--- src/rtl/cordic_vector_engine_pkg.sv ---
// Shared CORDIC constants: angle units, engine state encoding and the CORDIC gain.
// Angles are binary angle units where 2^32 corresponds to one full turn.
package cordic_vector_engine_pkg;

   localparam int ANGLE_W = 32;

   localparam logic [ANGLE_W-1:0] ANG_90 = 32'h4000_0000;
   localparam logic [ANGLE_W-1:0] ANG_45 = 32'h2000_0000;

   // Magnitude growth of the micro-rotation chain; the engine leaves it in mag_out.
   localparam real CORDIC_GAIN = 1.6467602581210656;

   typedef enum logic [1:0] {
      IDLE = 2'd0,
      RUN  = 2'd1,
      DONE = 2'd2
   } state_t;

endpackage

--- src/rtl/cordic_vector_engine_atan_rom.sv ---
// Combinational arctangent table: atan(2^-idx) in binary angle units, entries 0..30.
// Zero latency; no flow control.
module cordic_atan_rom (
   input  logic [4:0]  idx,
   output logic [31:0] atan
);

   always_comb begin
      atan = 32'h0000_0000;
      case (idx)
         5'd0:  atan = 32'h2000_0000;
         5'd1:  atan = 32'h12E4_051E;
         5'd2:  atan = 32'h09FB_385B;
         5'd3:  atan = 32'h0511_11D4;
         5'd4:  atan = 32'h028B_0D43;
         5'd5:  atan = 32'h0145_D7E1;
         5'd6:  atan = 32'h00A2_F61E;
         5'd7:  atan = 32'h0051_7C55;
         5'd8:  atan = 32'h0028_BE53;
         5'd9:  atan = 32'h0014_5F2F;
         5'd10: atan = 32'h000A_2F98;
         5'd11: atan = 32'h0005_17CC;
         5'd12: atan = 32'h0002_8BE6;
         5'd13: atan = 32'h0001_45F3;
         5'd14: atan = 32'h0000_A2FA;
         5'd15: atan = 32'h0000_517D;
         5'd16: atan = 32'h0000_28BE;
         5'd17: atan = 32'h0000_145F;
         5'd18: atan = 32'h0000_0A30;
         5'd19: atan = 32'h0000_0518;
         5'd20: atan = 32'h0000_028C;
         5'd21: atan = 32'h0000_0146;
         5'd22: atan = 32'h0000_00A3;
         5'd23: atan = 32'h0000_0051;
         5'd24: atan = 32'h0000_0029;
         5'd25: atan = 32'h0000_0014;
         5'd26: atan = 32'h0000_000A;
         5'd27: atan = 32'h0000_0005;
         5'd28: atan = 32'h0000_0003;
         5'd29: atan = 32'h0000_0001;
         5'd30: atan = 32'h0000_0001;
         default: atan = 32'h0000_0000;
      endcase
   end

endmodule

--- src/rtl/cordic_vector_engine.sv ---
// Iterative CORDIC vectoring engine: drives y to zero, returns phase and gain-scaled magnitude.
// Result valid ITER+1 cycles after input handshake; holds output until out_ready, re-accepts one cycle later.
module cordic_vector_engine
   import cordic_vector_engine_pkg::*;
#(
   parameter int ITER  = 24,
   parameter int GUARD = 2
) (
   input  logic                clk,
   input  logic                rst,
   input  logic                in_valid,
   output logic                in_ready,
   input  logic [ANGLE_W-1:0]  x_in,
   input  logic [ANGLE_W-1:0]  y_in,
   input  logic [ANGLE_W-1:0]  angle_in,
   output logic                out_valid,
   input  logic                out_ready,
   output logic [ANGLE_W-1:0]  mag_out,
   output logic [ANGLE_W-1:0]  angle_out
);

   localparam int         W    = ANGLE_W + GUARD;
   localparam logic [4:0] LAST = 5'(ITER - 1);

   state_t               state;
   logic [4:0]           cnt;
   logic signed [W-1:0]  x_q, y_q;
   logic signed [W-1:0]  x_sh, y_sh, x_nxt, y_nxt;
   logic [ANGLE_W-1:0]   z_q, z_nxt, atan_val;
   logic [ANGLE_W-1:0]   mag_sat;

   cordic_atan_rom u_atan_rom (
      .idx  (cnt),
      .atan (atan_val)
   );

   // Rotate toward y = 0; both updates use the pre-iteration X and Y.
   always_comb begin
      x_sh = x_q >>> cnt;
      y_sh = y_q >>> cnt;
      if (!y_q[W-1]) begin
         x_nxt = x_q + y_sh;
         y_nxt = y_q - x_sh;
         z_nxt = z_q + atan_val;
      end else begin
         x_nxt = x_q - y_sh;
         y_nxt = y_q + x_sh;
         z_nxt = z_q - atan_val;
      end
   end

   // Guard bits that disagree with bit 31 mean the magnitude left the 32-bit signed range.
   always_comb begin
      if (x_nxt[W-1:ANGLE_W-1] == '0 || x_nxt[W-1:ANGLE_W-1] == '1)
         mag_sat = x_nxt[ANGLE_W-1:0];
      else if (x_nxt[W-1])
         mag_sat = 32'h8000_0000;
      else
         mag_sat = 32'h7FFF_FFFF;
   end

   always_ff @(posedge clk) begin
      if (rst) begin
         state     <= IDLE;
         in_ready  <= 1'b1;
         out_valid <= 1'b0;
         mag_out   <= '0;
         angle_out <= '0;
         cnt       <= '0;
         x_q       <= '0;
         y_q       <= '0;
         z_q       <= '0;
      end else begin
         case (state)
            IDLE: begin
               if (in_valid) begin
                  x_q      <= W'($signed(x_in));
                  y_q      <= W'($signed(y_in));
                  z_q      <= angle_in;
                  cnt      <= '0;
                  in_ready <= 1'b0;
                  state    <= RUN;
               end
            end
            RUN: begin
               x_q <= x_nxt;
               y_q <= y_nxt;
               z_q <= z_nxt;
               if (cnt == LAST) begin
                  mag_out   <= mag_sat;
                  angle_out <= z_nxt;
                  out_valid <= 1'b1;
                  cnt       <= '0;
                  state     <= DONE;
               end else begin
                  cnt <= cnt + 5'd1;
               end
            end
            DONE: begin
               if (out_ready) begin
                  out_valid <= 1'b0;
                  in_ready  <= 1'b1;
                  state     <= IDLE;
               end
            end
            default: state <= IDLE;
         endcase
      end
   end

endmodule

--- config.mk ---
export PLATFORM = sky130hd
export DESIGN_NAME = cordic_vector_engine
export DESIGN_NICKNAME = d
export VERILOG_FILES = /design/src/rtl/cordic_vector_engine_pkg.sv /design/src/rtl/cordic_vector_engine_atan_rom.sv /design/src/rtl/cordic_vector_engine.sv
export SDC_FILE = /design/constraint.sdc
export NUM_CORES = 1
export LEC_CHECK = 0
export CORE_ASPECT_RATIO = 0.5
export CORE_MARGIN = 2
export CORE_UTILIZATION = 30
export DETAILED_ROUTE_END_ITERATION = 16
export GPL_TIMING_DRIVEN = 0
export PLACE_DENSITY_LB_ADDON = 0.2
export SETUP_SLACK_MARGIN = 0.4
export SLEW_MARGIN = 20
export SYNTH_ARGS = -nofsm -noshare
export SYNTH_HDL_FRONTEND = slang
export SYNTH_SLANG_ARGS = --single-unit
--- constraint.sdc ---
create_clock -name clk -period 9.44 [get_ports clk]
set_input_delay 2.36 -clock clk [delete_from_list [all_inputs] [get_ports clk]]
set_output_delay 2.36 -clock clk [all_outputs]
set_load 0.01 [all_outputs]
==> impl_metrics.yaml, run 1 <==
die:
  placementRows: 67
  dieArea_sq_um: 69700
  die_x_um: 371
  io_pins: 166
  core_sq_um: 66900
  die_h_um: 188
  initial_core_util: 0.303
grt:
  grt-busiest-layer: "met1"
  grt_antenna_before_repair: 2
  grt_use_met2: 0.412
  grt_max_degree: 13
  grt_overflow: 0
  grt.met3_usage: 0.0880
  track_usage: 0.287
  grt_pass1_wl_um: 147000
  met1_usage: 0.418
  grt_pass1_vias: 20500
final_layout:
  final_area_sq_um: 23900
  final_util: 0.358
  drive_gt1_frac: 0.0987
  fin_nets: 2978
  fillers: 7114
  syn2layout_area_growth_pct: 18.2
sta:
  tightest_slew_ns: 1.22
  fin_crit_sh: 0.921
  fin_hold_ws_ns: 0.456
  max_freq_mhz: 115
  hold_viol: 0
  relSlewSlack: 0.187
  setup_violations: 0
  drv_slew: 0
  finalCriticalPeriod_ns: 8.69
  tns_ns: 0
  rsz0062_at_grt: "no"
  fin_skew_ns: 0.0231
synth:
  yosysWarnings: 0
  ys_ff_latch: 203
  synth_cell_types: 103
  syn-num-nets: 2786
  synth_edf_count: 0
  synth_top_area_frac: 0.201
  yosysSeqAreaShare: 0.201
  syn-instance-count: 2575
  synth_area_sq_um: 20300
  yosysTopAreaCell: "dfxtp_1"
  synth_area_leaders: "dfxtp_1, mux4_2, ha_1, a21oi_1, nor2_1"
  netlist_top_cells_count: "nor2_1, nand2_1, a21oi_1, dfxtp_1, clkbuf_1"
  synth_area_per_cell_sq_um: 7.86
  synthFlopType: "dfxtp_1"
  yosysMostFrequentCell: "nor2_1"
  synthArstFlopShare: 0
run_status:
  status: "completed"
route:
  wl_um: 104000
  via_count: 22100
  drc_errors: 0
  wl_per_cell_um: 28.1
  ant_nets: 0
  post_drt_via_cell_ratio: 6.01
  drt-pass1-iter-count: 8
  drt-initial-drc-count: 2630
critical_path:
  worst_ep_required_time_ns: 9.91
  cp_slowest_cell: "o311ai_0"
  path_buf_inv: 8
  cp_data_arrival_time_ns: 9.16
  crit_family: "buffers and inverters"
  cp_max_fo: 10
  crit_type: "reg2reg"
  critPathCaptureType: "register"
  cpPeakStageDelay_ns: 0.84
  cp-start-kind: "register"
  crit_chain: "clkbuf_1 > buf_2 > clkbuf_1 > clkbuf_1 > buf_1 > buf_1 > clkbuf_1 > o21ai_0 > ha_1 > nand3_1 > o311ai_0 > a2bb2oi_1 > a211oi_1 > nor4_1 > o41ai_2 > and4b_4 > clkbuf_1 > or3_1 > a211oi_1"
  cp_common_cell: "clkbuf_1"
clock_tree:
  cts-root-buf: "clkbuf_16"
  clock_latency_ns: 0.57
  cts-buffers-inserted: 25
  cts_tree: "yes"
  cts_sinks: 203
  path_clk_slew_ns: 0.06
  cts-htree-levels: 1
  clock_path_buffers: 3
  cts_hold_buf: 0
pwr:
  p_leak_nw: 9.02
  design_power_total_mw: 5.87
  vdd_drop_max_mv: 0.127
  powerDensity_nw_per_um2: 245
hold_path:
  hold_path_class: "reg2reg"
placement:
  postPlaceCellArea_sq_um: 23000
  numPortBuffers: 165
  place_congestion: 1.04
  dp_hpwl_um: 84500
flow_run:
  drv_cap: 0
## through the flow
stage	instances	worst slack (ns)
after global placement	3637	0.575
after floorplan	2575	2.94
after global routing	3682	0.436
after detailed placement	3637	0.638
final	3683	0.745
after CTS	3682	0.561
## report_power, final
part | switching [mW] | internal (mW)
clock network | 0.428 | 0.638
registers | 0.182 | 0.943
logic | 2.36 | 1.32
total | 2.97 | 2.90
## registers in the layout, summed over array words and instances, names as in the netlist
register         cells
x_q                 34
y_q                 34
angle_out           32
mag_out             32
z_q                 32
u_atan_rom.atan     30
cnt                  5
state                2
in_ready             1
out_valid            1
## path summary, 6_finish.rpt
path / startpoint / to / slack (ns) / cells past startpoint
setup / recovery: cnt[4] / mag_out[23] / 0.75 / 19
hold reg to reg: z_q[22] / z_q[22] / 0.46 / 2
setup reg to reg: cnt[4] / mag_out[23] / 0.75 / 19
hold / removal: z_q[22] / z_q[22] / 0.46 / 2
## per-layer routing
metal  vias up  share of wire
li1       9933              -
met1     11000           0.46
met2      1103           0.41
met3        98           0.11
met4         2          0.018
met5         -       0.000077
## area by class of cell
type	instances	area (sq um)	area share
Tap cell	897	1120	0.0469
Timing Repair Buffer	165	1650	0.0690
Clock inverter	10	168	0.00700
Sequential cell	203	4060	0.170
Inverter	66	248	0.0103
Clock buffer	35	713	0.0298
Antenna cell	1	2.50	0.000105
Multi-Input combinational cell	2130	15200	0.633
Buffer	176	815	0.0340
## tightest hold or removal path: cells and delay by family (launching register included)
family / cells / cell delay, ns
flip-flops: 1 / 0.31
AND/OR/NAND/NOR: 2 / 0.10
## placed cells by master (no fill, tap or decap), types with 11 or more instances in the layout
cell type | Yosys | layout
xor2_1 | 56 | 56
xnor2_1 | 103 | 103
buf_2 | 19 | 19
o21ai_0 | 99 | 99
nor2b_1 | 15 | 15
a221oi_1 | 11 | 11
o221ai_1 | 58 | 58
o22ai_1 | 20 | 20
a211oi_1 | 31 | 31
nand2b_1 | 22 | 22
inv_1 | 61 | 61
buf_1 | 24 | 24
ha_1 | 108 | 108
nor4_1 | 14 | 14
nor2_1 | 341 | 341
mux2_2 | 29 | 29
clkbuf_16 | 0 | 25
or3_1 | 24 | 24
clkdlybuf4s50_1 | 0 | 165
buf_6 | 12 | 12
a211oi_2 | 24 | 24
nor3_1 | 79 | 79
nand3_1 | 26 | 26
nand2_1 | 270 | 270
and2_1 | 18 | 18
and3_1 | 15 | 15
o21bai_1 | 22 | 22
o211ai_1 | 17 | 17
o21a_1 | 23 | 23
a31oi_1 | 41 | 41
mux2i_1 | 59 | 59
o31ai_1 | 14 | 14
clkbuf_1 | 116 | 120
a21o_1 | 43 | 43
a21oi_1 | 268 | 268
mux4_2 | 87 | 87
dfxtp_1 | 203 | 203
or2_2 | 13 | 13
## cells by family after synthesis
kind of cell | share of synthesized area
simple gates | 0.201
compound gates | 0.261
buf+inv | 0.0524
flops | 0.201
mux | 0.145
xor+xnor | 0.0699
fa+ha+maj | 0.0697
## timing repair
item	in CTS	in global routing
resized for setup	0	5
buffers inserted	0	0
setup endpoints to repair	0	32
(Power assumes the default switching activity.)
==> run 2: changes to the inputs <==
CORE_ASPECT_RATIO = 0.9   (was 0.5)
==> run 2 against run 1 <==
Utilization is essentially flat. First-iteration DRC count is 4.4% lower. Hold slack got worse by 0.0010 ns. Clock power rose by 4%. Largest cell class unchanged. Die area down 0.18%.
==> impl_metrics.yaml, run 2 (same netlist as run 1, synthesis figures left out) <==
run_status:
  status: "completed"
placement:
  postPlaceCellArea_sq_um: 23000
  numPortBuffers: 165
  place_congestion: 1.00
  place_inst: 3614
  dp_hpwl_um: 84300
final_layout:
  final_common_cell: "nor2_1"
  syn2layout_area_growth_pct: 18.2
  fin_nets: 2980
  fin_cells: 3663
  diodes: 0
  final_area_sq_um: 23900
  drive_gt1_frac: 0.100
  multiInputGateArea_sq_um: 15100
  fillers: 7106
  top_regs: "x_q (34), y_q (34)"
  most-common-layout-cells: "nor2_1, nand2_1, a21oi_1"
  ff_latch_area_sq_um: 4060
critical_path:
  cp_data_arrival_time_ns: 9.12
  worst_r2r_path_depth: 27
  crit_type: "reg2reg"
  regToRegEndpoint: "mag_out[28]"
  cp_max_fo: 10
  cp-start-kind: "register"
  ff2ff_setup_slack_ns: 0.82
  worst_ep_required_time_ns: 9.94
  critPathCaptureType: "register"
  r2r-start: "cnt[2]"
hold_path:
  whs_endpoint: "z_q[26]"
  worstHoldPathCells: 2
  hp-start: "z_q[26]"
  hold_path_class: "reg2reg"
flow_run:
  drv_cap: 0
clock_tree:
  clock_latency_ns: 0.62
  cts-root-buf: "clkbuf_16"
  post_cts_buffers: 0
  cts_sinks: 203
  cts-htree-levels: 1
  path_clk_slew_ns: 0.06
  cts_tree: "yes"
  clock_path_buffers: 3
  ctsResizeCount: 0
  cts_hold_buf: 0
  cts-buffers-inserted: 27
grt:
  track_usage: 0.290
  grt_antenna_before_repair: 3
  grt_max_degree: 15
  grt_pass1_vias: 21100
  grt_overflow: 0
  grt_pass1_wl_um: 149000
route:
  drc_errors: 0
  post_drt_via_cell_ratio: 6.07
  via_count: 22200
  drt-initial-drc-count: 2514
  wl_um: 105000
  drt-pass1-iter-count: 5
  ant_nets: 0
  wl_per_cell_um: 28.6
sta:
  tightest_slew_ns: 1.24
  tns_ns: 0
  rsz0062_at_grt: "no"
  relSlewSlack: 0.171
  fin_skew_ns: 0.0415
  max_freq_mhz: 116
  finalCriticalPeriod_ns: 8.62
  fin_hold_ws_ns: 0.455
  hold_viol: 0
  drv_slew: 0
  fin_crit_sh: 0.913
  setup_violations: 0
pwr:
  vdd_drop_max_mv: 0.145
  p_leak_nw: 9.03
  powerDensity_nw_per_um2: 238
die:
  dieArea_sq_um: 69600
  core_sq_um: 66900
  initial_core_util: 0.303
  die_h_um: 250
  io_pins: 166
  die_x_um: 278
  placementRows: 90
-- run 2: cell count changes in the layout (fill, tap and decap cells not counted), moves of 2 or more --
cell,before,now
clkbuf_16,25,27
clkinv_2,2,4
clkinvlp_4,0,3
inv_6,3,1
-- run 2: where the power goes --
group	switching (mW)	internal, mW
logic	2.17	1.31
clock network	0.460	0.649
registers	0.159	0.943
-- run 2: worst max-delay path by stage --
stage / slack [ns] / to / start / cells past startpoint
6_report: 0.82 / mag_out[28] / cnt[2] / 27
5_1_grt: 0.53 / mag_out[28] / cnt[1] / 27
4_1_cts: 0.67 / mag_out[30] / cnt[1] / 27
3_5_place_dp: 0.73 / mag_out[30] / cnt[1] / 27
3_3_place_gp: 0.81 / mag_out[19] / cnt[1] / 27
2_1_floorplan: 2.94 / mag_out[21] / cnt[0] / 26
-- run 2: metal layers --
layer,vias to the layer above,GRT usage,wire [um]
li1,9928,-,-
met1,11000,0.397,46500
met2,1066,0.453,46000
met3,195,0.0462,7530
met4,2,0.116,4810
met5,-,0,12
-- run 2: stage by stage --
stage / setup slack, ns / power, mW / util
floorplan: 2.94 / 3.43 / -
global placement: 0.810 / 4.47 / 0.344
detailed placement: 0.730 / 4.49 / 0.344
CTS: 0.670 / 5.63 / 0.358
global route: 0.529 / 6.01 / 0.358
finish: 0.821 / 5.70 / 0.358
-- run 2: worst max-delay path, cell delays in order (launching register included) --
cell and delay (ns):
dfxtp_1 0.54, buf_2 0.46, buf_2 0.44, mux4_2 0.37, mux2i_1 0.41, o32ai_1 0.20, a21oi_1 0.47, ha_1 0.29
nand2_1 0.12, nor4b_4 0.50, nand3_1 0.19, or3_4 0.44, and3_1 0.19, a21oi_1 0.13, o22ai_1 0.16, ha_1 0.41
a21o_1 0.18, a21o_1 0.17, a21oi_1 0.23, nand2_1 0.14, a2111oi_2 0.46, nor2_1 0.19, o41ai_1 0.56, and4b_4 0.33
nor2_2 0.30, buf_2 0.32, nand2_1 0.12, a211oi_2 0.21
-- run 2: layout make-up --
class | count | share of cell area
Buffer | 176 | 0.0341
Clock buffer | 37 | 0.0319
Clock inverter | 12 | 0.00674
Inverter | 66 | 0.0103
Multi-Input combinational cell | 2130 | 0.632
Sequential cell | 203 | 0.170
Tap cell | 874 | 0.0457
Timing Repair Buffer | 165 | 0.0690
